`config.mk`:
```
export PLATFORM = sky130hd
export DESIGN_NAME = intra_top_fetch
export DESIGN_NICKNAME = d
export VERILOG_FILES = /design/src/rtl/intra_top_fetch.sv
export SDC_FILE = /design/constraint.sdc
export NUM_CORES = 1
export LEC_CHECK = 0
export CORE_ASPECT_RATIO = 1.75
export CORE_UTILIZATION = 38
export DETAILED_ROUTE_END_ITERATION = 12
export MAX_ROUTING_LAYER = met4
export PLACE_DENSITY = 0.8
export SLEW_MARGIN = 40
export SYNTH_ARGS = -nofsm -noshare
export SYNTH_HDL_FRONTEND = slang
export SYNTH_SLANG_ARGS = --single-unit
```
`constraint.sdc`:
```
create_clock -name clk -period 2.62 [get_ports clk]
set_input_delay 0.262 -clock clk [delete_from_list [all_inputs] [get_ports clk]]
set_output_delay 0.262 -clock clk [all_outputs]
set_load 0.03 [all_outputs]
```
`src/rtl/intra_top_fetch.sv`:
```
// Top-row reference fetcher for intra prediction: streams 32 neighbour words
// per LCU from a line SRAM and accepts bottom-row writebacks on a second port.
module intra_top_fetch #(
    parameter int         PIC_LCU_W = 30,
    parameter int         LCU_WORDS = 16,
    parameter logic [7:0] DEF_PIX   = 8'd128
) (
    input  logic        clk,
    input  logic        rstn,
    input  logic        start_i,
    input  logic [4:0]  lcu_x_i,
    input  logic [6:0]  lcu_y_i,
    output logic        busy_o,
    output logic        err_o,
    output logic        ref_valid_o,
    output logic [4:0]  ref_idx_o,
    output logic [31:0] ref_data_o,
    output logic        done_o,
    input  logic        wr_valid_i,
    input  logic [4:0]  wr_lcu_x_i,
    input  logic [3:0]  wr_idx_i,
    input  logic [31:0] wr_data_i,
    output logic        wr_ready_o,
    output logic        cena_o,
    output logic        oena_o,
    output logic        wena_o,
    output logic [8:0]  addra_o,
    output logic [31:0] dataa_o,
    output logic        cenb_o,
    output logic        oenb_o,
    output logic        wenb_o,
    output logic [8:0]  addrb_o,
    input  logic [31:0] datab_i
);

    typedef enum logic [1:0] {IDLE, RD, FIN} state_e;
    typedef enum logic [1:0] {SEL_RAM, SEL_DEF, SEL_REP} sel_e;

    localparam logic [5:0] PIC_W6  = 6'(PIC_LCU_W);
    localparam logic [5:0] LAST_X6 = 6'(PIC_LCU_W - 1);
    localparam logic [4:0] LW5     = 5'(LCU_WORDS);
    localparam logic [8:0] LW9     = 9'(LCU_WORDS);

    state_e      state_q, state_d;
    logic [4:0]  cnt_q, cnt_d;
    logic [4:0]  lcu_x_q, lcu_x_d;
    logic [6:0]  lcu_y_q, lcu_y_d;
    logic        err_q, err_d;
    logic        pv_q, pv_d;
    logic [4:0]  pidx_q, pidx_d;
    sel_e        psel_q, psel_d;
    logic [31:0] w15_q, w15_d;
    logic        cena_q, cena_d;
    logic [8:0]  addra_q, addra_d;
    logic [31:0] dataa_q, dataa_d;

    logic busy, start_bad, top_ok, is_last, hi, rd_acc;
    logic wr_hit, wr_go;

    assign busy      = (state_q != IDLE);
    assign start_bad = start_i && (busy || ({1'b0, lcu_x_i} >= PIC_W6));
    assign top_ok    = (lcu_y_q != 7'd0);
    assign is_last   = ({1'b0, lcu_x_q} == LAST_X6);
    assign hi        = (cnt_q >= LW5);
    assign rd_acc    = (state_q == RD) && top_ok && (!hi || !is_last);

    always_comb begin
        state_d = state_q;
        cnt_d   = cnt_q;
        lcu_x_d = lcu_x_q;
        lcu_y_d = lcu_y_q;
        pv_d    = 1'b0;
        pidx_d  = pidx_q;
        psel_d  = psel_q;
        err_d   = start_bad;
        unique case (state_q)
            IDLE: begin
                if (start_i && !start_bad) begin
                    state_d = RD;
                    cnt_d   = 5'd0;
                    lcu_x_d = lcu_x_i;
                    lcu_y_d = lcu_y_i;
                end
            end
            RD: begin
                pv_d   = 1'b1;
                pidx_d = cnt_q;
                if (!top_ok)          psel_d = SEL_DEF;
                else if (hi && is_last) psel_d = SEL_REP;
                else                  psel_d = SEL_RAM;
                cnt_d = cnt_q + 5'd1;
                if (cnt_q == 5'd31) state_d = FIN;
            end
            FIN:     state_d = IDLE;
            default: state_d = IDLE;
        endcase
    end

    // Right picture edge: replicate the last pixel of word 15 as top-right.
    always_comb begin
        w15_d = w15_q;
        if (pv_q && (pidx_q == LW5 - 5'd1) && (psel_q == SEL_RAM))
            w15_d = datab_i;
    end

    assign wr_hit = busy && ((wr_lcu_x_i == lcu_x_q) ||
                    ({1'b0, wr_lcu_x_i} == {1'b0, lcu_x_q} + 6'd1));
    assign wr_go  = wr_valid_i && !wr_hit && ({1'b0, wr_lcu_x_i} < PIC_W6);

    always_comb begin
        cena_d  = !wr_go;
        addra_d = addra_q;
        dataa_d = dataa_q;
        if (wr_go) begin
            addra_d = {4'd0, wr_lcu_x_i} * LW9 + {5'd0, wr_idx_i};
            dataa_d = wr_data_i;
        end
    end

    always_ff @(posedge clk or negedge rstn) begin
        if (!rstn) begin
            state_q <= IDLE;
            cnt_q   <= 5'd0;
            lcu_x_q <= 5'd0;
            lcu_y_q <= 7'd0;
            err_q   <= 1'b0;
            pv_q    <= 1'b0;
            pidx_q  <= 5'd0;
            psel_q  <= SEL_RAM;
            w15_q   <= 32'd0;
            cena_q  <= 1'b1;
            addra_q <= 9'd0;
            dataa_q <= 32'd0;
        end else begin
            state_q <= state_d;
            cnt_q   <= cnt_d;
            lcu_x_q <= lcu_x_d;
            lcu_y_q <= lcu_y_d;
            err_q   <= err_d;
            pv_q    <= pv_d;
            pidx_q  <= pidx_d;
            psel_q  <= psel_d;
            w15_q   <= w15_d;
            cena_q  <= cena_d;
            addra_q <= addra_d;
            dataa_q <= dataa_d;
        end
    end

    always_comb begin
        ref_data_o = 32'd0;
        if (pv_q) begin
            unique case (psel_q)
                SEL_RAM: ref_data_o = datab_i;
                SEL_DEF: ref_data_o = {4{DEF_PIX}};
                SEL_REP: ref_data_o = {4{w15_q[31:24]}};
                default: ref_data_o = 32'd0;
            endcase
        end
    end

    assign busy_o      = busy;
    assign err_o       = err_q;
    assign ref_valid_o = pv_q;
    assign ref_idx_o   = pv_q ? pidx_q : 5'd0;
    assign done_o      = pv_q && (pidx_q == 5'd31);
    assign wr_ready_o  = !wr_hit;
    assign cena_o      = cena_q;
    assign wena_o      = cena_q;
    assign oena_o      = 1'b1;
    assign addra_o     = addra_q;
    assign dataa_o     = dataa_q;
    assign cenb_o      = !rd_acc;
    assign oenb_o      = 1'b0;
    assign wenb_o      = 1'b1;
    assign addrb_o     = rd_acc ? ({4'd0, lcu_x_q} * LW9 + {4'd0, cnt_q}) : 9'd0;

endmodule

```
==> results.txt <==
The number of vias per cell after detailed routing is 5.40. The placed instances occupy a cell area of 0.00669 mm². The leading register cell type out of synthesis is sky130_fd_sc_hd__dfrtp_1. The mean routed wirelength per cell is 16.7 µm. The count of vias placed by the detailed router came out at 4,534.

The global-route total usage across every layer is 23.0%. Yosys printed 0 warnings. The worst-case reg-to-reg path depth came out at 8. The sum of buffers and inverters on the critical path is 2.

The kind of start point of the critical path is a flip-flop. In this run the worst hold path is classified as reg2reg. The tool flagged a number of max-cap violations equal to 0.

The worst hold path passes through 2 cells. The count of port buffers added during placement is 183. The share of post-route cells with drive strength above 1 is 16.3%. Between clock sinks in the finished design, the worst skew comes to 0.00921 ns. The number of antenna-violating nets in the routed design came out at 0. The number of unique standard cell types used by synthesis is 42. The largest fanout on the critical path came out at 6.

The arrival time reported for the critical path endpoint is 2.22 ns. The worst register-to-register path begins at lcu_x_q[0]. The sum of net half-perimeters after detailed placement is 10,200 µm. The critical path in this run is classified as reg2out. The starting density of the core is 38.8%. The mapped netlist covers 0.00466 mm².

The total of flip-flops plus latches after synthesis came out at 78. The normalized max-slew margin came out at 49.8%. After synthesis, the most frequently instantiated cells are sky130_fd_sc_hd__nand2_1 (109), sky130_fd_sc_hd__dfrtp_1 (77), sky130_fd_sc_hd__o2111ai_1 (41), sky130_fd_sc_hd__o211ai_2 (39), sky130_fd_sc_hd__clkbuf_1 (36). The synthesized design contains 0 enable-type register cells.

The upper clock frequency limit came out at 0.403 GHz. The maximum number of buffers from clock root to sink came out at 2. The flow ran to the end, and the final reports show no timing, DRC or antenna violations. Including well taps, the total number of placed cells is 821. The largest individual stage delay along the critical path comes from the cell sky130_fd_sc_hd__clkdlybuf4s50_1. The number of detailed-routing iterations run before antenna repair is 4. After layout, the worst path uses 94.7% of the clock period. The delay of the slowest cell on the worst path is 0.68 ns. The count of standard-cell rows came out at 53. The most common cell in the synthesized netlist is sky130_fd_sc_hd__nand2_1.

The power density normalized to cell area came out at 1200 mW/mm². In this run the horizontal extent of the chip is 85.7 µm. The critical path goes through buf_4 -> ha_1 -> ha_1 -> and3_1 -> clkdlybuf4s50_1. The worst hold path begins at pidx_q[2]. Tracing the worst setup path back leads to its startpoint at lcu_x_q[0]. The TritonCTS buffer count came out at 9. Pin placement for this block handled 187 I/O pins.

For hold timing, the worst endpoint is pidx_q[2]. Ranked by total cell area, the synthesized netlist is headed by sky130_fd_sc_hd__dfrtp_1 (41%), sky130_fd_sc_hd__o211ai_2 (10%), sky130_fd_sc_hd__nand2_1 (8.8%). sky130_fd_sc_hd__dfrtp_1 takes more of the synthesized area than any other cell. The cell count after synthesis came out at 496. The height of the die is 148 µm.

The share of the yosys chip area belonging to registers came out at 42.0%. The number of global-route vias before repair is 4,546. The cell leakage power is 3.01 nW.

0 antenna diodes ended up in the layout. The final-report hold violation count is 0. The H-tree was split into 3 levels. The final net count is 765. The CTS tree is done. Setup repair after global routing left no endpoint under its margin. The worst supply voltage drop on vdd is 0.000792 V.

The number of standard cells in the final layout excluding fillers is 839. The total length of routed wires came out at 14,000 µm. Of all flip-flops after synthesis, the portion carrying an async set or reset was 100%.

The total chip power is 8.45 mW. Dividing the synthesized area by the synthesized cell count gives 9.39 µm². Broken down by cell family, the worst path's largest delay share belongs to buffers and inverters.

The worst setup path is captured at an output port. The number of sinks on the clock net came out at 78. The latest clock arrival within the worst-skew pair is 0.34 ns. The wire length of the first global-routing pass is 22,500 µm. The count of fill cells added during filler insertion came out at 1,058. The cell area after layout is 0.00706 mm².

The pin count of the biggest net entering global routing came out at 79. The count of final max-slew check failures came out at 0. The final count of negative-setup-slack endpoints is 0.

The total area inside the core boundary comes to 0.0120 mm². The sum of overflow across all layers after global routing came out at 0. The root cell of the clock tree is sky130_fd_sc_hd__clkbuf_16.

The synthesized design devotes to its leading area cell type 41.4% of total area. The number of antenna violations at the first check in global routing is 0. The endpoint required time on the critical path is 2.36 ns. The clock-pin slew reported for the worst setup and hold paths after clock tree synthesis came out at 0.06 ns. The final critical-path required period came out at 2.48 ns. The relative area change from synthesis to final layout is 51.7%.

The worst setup slack for register-to-register paths is 0.21 ns. The terminus of the critical flop-to-flop path is dataa_o[23]. The library cell appearing most often on the critical path is sky130_fd_sc_hd__ha_1. The final routed DRC violation total came out at 0.

The congestion estimate from routability-driven global placement came to 0.903. The initial DRC count is 141. The total die area came out at 0.0127 mm². The transition time at the pin with the least slew margin came out at 0.753 ns.
==> repair_timing <==
action,CTS,global route
pin swaps,0,0
hold buffers,1,0
setup buffers,0,1
endpoints found under the hold margin,18,0
endpoints found under the setup margin,4,5
resized for setup,3,7
==> area by class of cell <==
| class | instances | area [µm²] | share of cell area, % |
|---|---|---|---|
| Clock buffer | 10 | 229 | 3.24 |
| Clock inverter | 6 | 111 | 1.58 |
| Inverter | 9 | 33.8 | 0.478 |
| Multi-Input combinational cell | 364 | 2470 | 35.0 |
| Sequential cell | 78 | 1960 | 27.7 |
| Tap cell | 165 | 206 | 2.92 |
| Timing Repair Buffer | 207 | 2050 | 29.1 |
==> routing by layer <==
layer	track usage [%]	vias to the layer above	wire, µm
li1	-	2117	-
met4	7.67	0	220
met5	-	-	0
met1	25.2	2203	5480
met3	3.55	16	818
met2	41.8	198	7470
==> tightest hold or removal path: stages, from the launching register on <==
cell                      delay (ns)
sky130_fd_sc_hd__dfrtp_1        0.34
sky130_fd_sc_hd__nand2_1        0.05
sky130_fd_sc_hd__nand2_1        0.06
==> placed cells by master (no fill, tap or decap), types with 7 or more instances in the layout <==
cell,Yosys,routed
sky130_fd_sc_hd__clkbuf_16,0,9
sky130_fd_sc_hd__o21ai_0,15,15
sky130_fd_sc_hd__mux2_2,20,20
sky130_fd_sc_hd__o211ai_2,39,39
sky130_fd_sc_hd__nor2_1,14,14
sky130_fd_sc_hd__o2111ai_1,41,41
sky130_fd_sc_hd__ha_1,7,7
sky130_fd_sc_hd__and2_1,12,12
sky130_fd_sc_hd__clkdlybuf4s50_1,0,175
sky130_fd_sc_hd__nand2b_1,31,31
sky130_fd_sc_hd__nand2_1,109,109
sky130_fd_sc_hd__inv_1,8,8
sky130_fd_sc_hd__a21oi_1,29,28
sky130_fd_sc_hd__dfrtp_1,77,75
sky130_fd_sc_hd__buf_4,5,22
==> kinds of logic after synthesis <==
group                    Yosys count  synth area share [%]
AND/OR/NAND/NOR                  191                  19.2
AO/OA/AOI/OAI                    135                  24.9
flip-flops                        78                  42.0
buffers and inverters             55                  5.59
multiplexers                      21                  5.05
adder cells (fa/ha/maj)            7                  1.88
XOR/XNOR                           7                  1.32
other                              2                 0.161
==> worst max-delay path by stage <==
stage / depth (start not counted) / end
floorplan: 5 / w15_q[24]
global placement: 7 / wr_ready_o
detailed placement: 7 / wr_ready_o
CTS: 7 / wr_ready_o
global route: 5 / addrb_o[5]
finish: 5 / addrb_o[5]
==> per-stage QoR <==
stage | utilization, % | hold WS [ns] | worst slack (ns) | TNS (ns)
after floorplan | - | -0.0336 | 0.518 | 0
after global placement | 55.7 | 0.458 | -0.155 | -1.57
after detailed placement | 55.8 | 0.359 | -0.178 | -2.97
after CTS | 58.7 | 0.480 | 0.00501 | 0
after global routing | 58.8 | 0.512 | 0.0705 | 0
final | 58.8 | 0.478 | 0.140 | 0
==> sequential cells by signal (all words and copies together), names as in the netlist <==
register and count:
addra_o 9, cena_o 1, cnt_q 5, dataa_o 32, err_o 1, lcu_x_q 5, lcu_y_q 7, pidx_q 5
psel_q 2, ref_valid_o 1, state_q 2, w15_q 8
==> power breakdown <==
group / internal [mW] / switching [mW] / total (mW) / leakage [nW]
Clock: 0.931 / 0.496 / 1.43 / 0.163
Combinational: 1.99 / 2.96 / 4.95 / 1.91
Sequential: 1.67 / 0.398 / 2.07 / 0.939
Total: 4.59 / 3.86 / 8.45 / 3.01
Power figures use the tool's default switching activity.
